## config.mk

```make
export PLATFORM = sky130hd
export DESIGN_NAME = alu_stage
export DESIGN_NICKNAME = d
export VERILOG_FILES = /design/src/rtl/alu_stage.sv
export SDC_FILE = /design/constraint.sdc
export NUM_CORES = 1
export LEC_CHECK = 0
export ABC_AREA = 1
export CAP_MARGIN = 20
export CORE_MARGIN = 3
export CORE_UTILIZATION = 52
export DETAILED_ROUTE_END_ITERATION = 12
export GPL_TIMING_DRIVEN = 1
export PLACE_DENSITY = 0.75
export REMOVE_ABC_BUFFERS = 1
export SYNTH_ARGS = -nofsm -noshare
export SYNTH_HDL_FRONTEND = slang
export SYNTH_SLANG_ARGS = --single-unit
```

## constraint.sdc

```tcl
create_clock -name i_clock -period 2.9 [get_ports i_clock]
set_input_delay 0.58 -clock i_clock [delete_from_list [all_inputs] [get_ports i_clock]]
set_output_delay 0.58 -clock i_clock [all_outputs]
set_load 0.01 [all_outputs]
```

## src/rtl/alu_stage.sv

```systemverilog
// Registered ALU stage between the UART receiver and transmitter: latches a command,
// computes result and flags, strobes the transmitter and waits for its completion tick.
module alu_stage #(
  parameter int unsigned NB_DATA = 8,
  parameter int unsigned NB_OP   = 6
) (
  input  logic               i_clock,
  input  logic               i_reset,
  input  logic               i_valid,
  input  logic [NB_DATA-1:0] i_data_a,
  input  logic [NB_DATA-1:0] i_data_b,
  input  logic [NB_OP-1:0]   i_operation,
  input  logic               i_tx_done,
  output logic [NB_DATA-1:0] o_result,
  output logic               o_result_valid,
  output logic               o_busy,
  output logic               o_zero,
  output logic               o_carry,
  output logic               o_overflow,
  output logic               o_op_error,
  output logic               o_overrun
);

  localparam int unsigned MSB = NB_DATA - 1;

  localparam logic [NB_OP-1:0] OP_ADD = NB_OP'(6'b100000);
  localparam logic [NB_OP-1:0] OP_SUB = NB_OP'(6'b100010);
  localparam logic [NB_OP-1:0] OP_AND = NB_OP'(6'b100100);
  localparam logic [NB_OP-1:0] OP_OR  = NB_OP'(6'b100101);
  localparam logic [NB_OP-1:0] OP_XOR = NB_OP'(6'b100110);
  localparam logic [NB_OP-1:0] OP_NOR = NB_OP'(6'b100111);
  localparam logic [NB_OP-1:0] OP_SRL = NB_OP'(6'b000010);
  localparam logic [NB_OP-1:0] OP_SRA = NB_OP'(6'b000011);

  typedef enum logic [1:0] {
    S_IDLE,
    S_EXEC,
    S_ISSUE,
    S_WAIT_TX
  } state_t;

  state_t             r_state;
  state_t             w_next_state;

  logic [NB_DATA-1:0] r_a;
  logic [NB_DATA-1:0] r_b;
  logic [NB_OP-1:0]   r_op;

  logic [NB_DATA:0]   w_sum;
  logic [NB_DATA:0]   w_diff;
  logic [NB_DATA-1:0] w_result;
  logic               w_carry;
  logic               w_overflow;
  logic               w_op_error;

  logic [NB_DATA-1:0] r_result;
  logic               r_result_valid;
  logic               r_busy;
  logic               r_zero;
  logic               r_carry;
  logic               r_overflow;
  logic               r_op_error;
  logic               r_overrun;

  always_ff @(posedge i_clock or posedge i_reset) begin
    if (i_reset) r_state <= S_IDLE;
    else         r_state <= w_next_state;
  end

  always_comb begin
    w_next_state = r_state;
    case (r_state)
      S_IDLE:    if (i_valid) w_next_state = S_EXEC;
      S_EXEC:    w_next_state = S_ISSUE;
      S_ISSUE:   w_next_state = S_WAIT_TX;
      S_WAIT_TX: if (i_tx_done) w_next_state = S_IDLE;
      default:   w_next_state = S_IDLE;
    endcase
  end

  // Command capture: only an idle stage accepts a new frame
  always_ff @(posedge i_clock or posedge i_reset) begin
    if (i_reset) begin
      r_a  <= '0;
      r_b  <= '0;
      r_op <= '0;
    end else if (r_state == S_IDLE && i_valid) begin
      r_a  <= i_data_a;
      r_b  <= i_data_b;
      r_op <= i_operation;
    end
  end

  // Extra top bit holds ADD carry-out and SUB borrow
  assign w_sum  = {1'b0, r_a} + {1'b0, r_b};
  assign w_diff = {1'b0, r_a} - {1'b0, r_b};

  always_comb begin
    w_result   = '0;
    w_carry    = 1'b0;
    w_overflow = 1'b0;
    w_op_error = 1'b0;
    case (r_op)
      OP_ADD: begin
        w_result   = w_sum[MSB:0];
        w_carry    = w_sum[NB_DATA];
        w_overflow = (r_a[MSB] == r_b[MSB]) && (w_sum[MSB] != r_a[MSB]);
      end
      OP_SUB: begin
        w_result   = w_diff[MSB:0];
        w_carry    = w_diff[NB_DATA];
        w_overflow = (r_a[MSB] != r_b[MSB]) && (w_diff[MSB] != r_a[MSB]);
      end
      OP_AND:  w_result = r_a & r_b;
      OP_OR:   w_result = r_a | r_b;
      OP_XOR:  w_result = r_a ^ r_b;
      OP_NOR:  w_result = ~(r_a | r_b);
      OP_SRL:  w_result = r_a >> r_b;
      OP_SRA:  w_result = NB_DATA'($signed(r_a) >>> r_b);
      default: w_op_error = 1'b1;
    endcase
  end

  always_ff @(posedge i_clock or posedge i_reset) begin
    if (i_reset) begin
      r_result       <= '0;
      r_result_valid <= 1'b0;
      r_busy         <= 1'b0;
      r_zero         <= 1'b0;
      r_carry        <= 1'b0;
      r_overflow     <= 1'b0;
      r_op_error     <= 1'b0;
      r_overrun      <= 1'b0;
    end else begin
      r_result_valid <= (w_next_state == S_ISSUE);
      r_busy         <= (w_next_state != S_IDLE);
      if (r_state == S_EXEC) begin
        r_result   <= w_result;
        r_zero     <= (w_result == '0);
        r_carry    <= w_carry;
        r_overflow <= w_overflow;
        r_op_error <= w_op_error;
      end
      if (i_valid && r_state != S_IDLE) r_overrun <= 1'b1;
    end
  end

  assign o_result       = r_result;
  assign o_result_valid = r_result_valid;
  assign o_busy         = r_busy;
  assign o_zero         = r_zero;
  assign o_carry        = r_carry;
  assign o_overflow     = r_overflow;
  assign o_op_error     = r_op_error;
  assign o_overrun      = r_overrun;

endmodule

```

==> run metrics <==
status completed; clk root buf clkbuf_8; FP Rows 28; Starting Density 54.84%; Final Max Tran Viols 0; number of port buffers 40; # Post-CTS Setup Buffers 0; reg2reg end o_zero; Routed Antenna Nets 0; slowest stage delay, CP 0.53 ns; die area 7347 µm²; critical path type reg2reg; clock slew at reported path FFs 0.08 ns; WHS Path Cells 1; Worst R2R Start r_b[1]; internal cell power 1958 µW; worst path cell trace inv_1 -> fa_1 -> or2_0 -> nand3_1 -> nand2_1 -> nor3_2 -> nand2_1 -> nor2_2 -> nand2_1 -> nor2_2 -> nand4_1 -> nand2_1; # clock sinks 39; largest net degree at the start of global routing 47; clock skew 0.01471 ns; RSZ-0062 raised after global routing false; first-pass GRT wire length 15.66 mm; sw frac 52.83%; Peak VDD IR 0.6377 mV; Tmin final 2.420 ns; initial drt markers 270; hold_buf cts 0; area delta synth->final 17.34%; Synth Area in Adders 10.30%; Max-Slew Margin vs Limit 64.71%; Mapped Cells 498; combinational share of power 63.7%; Power per Cell Area 1071 nW/µm²; vias in the first global route 3,269; 1st-pass router iterations 5; most frequent CP cell nand2_1; setup violators final 0; FILL cells 546; reg2reg path depth 12; sw power 2193 µW; Synth Warn # 0; initial antenna violation count 0; HP Class reg2reg; Post-synth top cells nand2_1 (132), nor2_1 (64), nand3_1 (46), inv_1 (45), dfrtp_1 (39); clk_lat worst skew 0.31 ns; grt total ovfl 0; area of the multi-input gates 2049 µm²; setup TNS 0 ns; post_cts resized 0; area share of the largest cell type after synthesis 29.53%; post-synthesis compound-gate area fraction 10.68%; Syn Area/Cell 6.635 µm²; Critical Path RT 3.14 ns; TritonCTS Buffers 5; # DRC 0; Synth Area in Simple Gates 40.78%; clock buffer depth 2; multiplexer share of the synthesized area 0%; Clock power frac 11.4%; post-synthesis cell type count 34; top area cells in the synthesized netlist dfrtp_1 (30%), nand2_1 (15%), ha_1 (9.1%); Final nets 588; H-tree levels 2; post-synthesis sequential area ratio 29.53%; CTS tree done; Core ar. 6026 µm²; diode count 0; GRT Util Overall 27.29%; RD Place Congestion 0.9685; max-cap check violation count 0; Hold Crit Start o_overrun; synthesized cell area 3304 µm²; number of synthesized flops with an enable pin 0; Via density 5.619; Flop pwr share 24.8%; drt total wl 9.797 mm; top-count cell post-synth nand2_1; final hold viol count 0; worst-path fanout max 14; DP HPWL 7.657 mm; leakage 0.001905 µW; Worst Hold End o_overrun; top_reg_cell synth dfrtp_1; Vias 3,439; CP Launch Type register; Crit-path slowest cell fa_1; CP arrival 2.66 ns; ratio of cells with drive above 1 in the final layout 9.870%; Chip Width 85.72 µm; r2r setup slk 0.48 ns; Worst-Margin Slew 0.5288 ns; Async SR Flop Fraction 100.0%; overall power 4151 µW; CP endpoint kind register; number of synthesized register bits 39; register area 975.9 µm²; max frequency 413.2 MHz; XOR/XNOR Fraction of Synth Area 0.2651%; Tcrit/Tclk final 83.45%; largest family of logic cells by synthesized area simple AND/OR/NAND/NOR gates; Die Ht 85.72 µm; DR WL/cell 16.01 µm; IO Pins 41; post-synth top area cell dfrtp_1
-- cell families (layout without fill, tap and decap cells) --
| logic type | count (synthesis) | after routing |
|---|---|---|
| buf+inv | 69 | 108 |
| simple gates | 297 | 297 |
| flops | 39 | 39 |
| fa+ha+maj | 26 | 26 |
| xor+xnor | 1 | 1 |
| compound gates | 66 | 66 |
-- per-stage QoR --
stage | worst slack (ns) | std cells | hold WS, ns | area (µm²) | utilization [%]
3_3_place_gp | 0.5839 | 604 | 0.4587 | 3765 | 62.48
3_5_place_dp | 0.5233 | 604 | 0.4722 | 3765 | 62.48
6_report | 0.4801 | 612 | 0.4856 | 3877 | 64.35
5_1_grt | 0.2857 | 612 | 0.5154 | 3877 | 64.35
4_1_cts | 0.4967 | 612 | 0.4922 | 3877 | 64.35
2_1_floorplan | 0.7771 | 484 | 0.5098 | 3233 | -
-- state kept, by name (all words and copies together) (netlist names) --
| register | cells |
|---|---|
| o_op_error | 1 |
| o_result_valid | 1 |
| r_a | 8 |
| r_b | 8 |
| o_busy | 1 |
| o_zero | 1 |
| r_op | 6 |
| o_carry | 1 |
| o_overrun | 1 |
| o_result | 8 |
| o_overflow | 1 |
| r_state | 2 |
-- worst max path at each step --
stage	start	endpoint	slack, ns
global placement	r_b[1]	o_zero	0.58
finish	r_b[1]	o_zero	0.48
detailed placement	r_b[1]	o_zero	0.52
floorplan	r_b[0]	o_zero	0.78
CTS	r_b[1]	o_zero	0.50
global route	r_b[1]	o_zero	0.29
-- layout by cell type, fill, tap and decap left out, types with 9 or more instances in the layout --
cell type and count:
a21oi_1 34, nor2_2 11, inv_1 45, dfrtp_1 39
nand2_1 132, nand3_1 46, o21ai_0 11, o21ai_1 12
ha_1 24, clkdlybuf4s50_1 40, nor2_1 64, nand4_1 17
inv_2 9, nand2_2 10
-- metal layers --
metal	vias up	wire length, µm	share of wire (%)	GRT usage, %
met5	-	0	0	0
met4	0	176	1.8	8.633
met3	16	588	6.0	4.803
met2	135	4437	45	42.94
met1	1605	4595	47	38.28
li1	1683	-	-	-
-- power groups by stage --
stage	sequential, µW	clock [µW]	combinational (µW)
CTS	1030	483	2590
global placement	1030	0	2530
global route	1070	500	2940
finish	1030	475	2650
floorplan	1040	0	1750
detailed placement	1040	0	2580
-- layout make-up --
cell class / count / share of cell area, %
repair buffers: 45 / 11.29
inverters: 55 / 5.357
flip-flops and latches: 39 / 25.17
clock inverters: 3 / 1.129
well taps: 75 / 2.420
multi-input cells: 390 / 52.86
clock buffers: 5 / 1.775
-- critical path, delay by kind of cell (launching register included) --
family	cells	cell delay [ns]
adder cells (fa/ha/maj)	1	0.53
AND/OR/NAND/NOR	10	1.04
buffers and inverters	1	0.31
flip-flops	1	0.49
No activity file was read; power rests on OpenSTA's default activity.
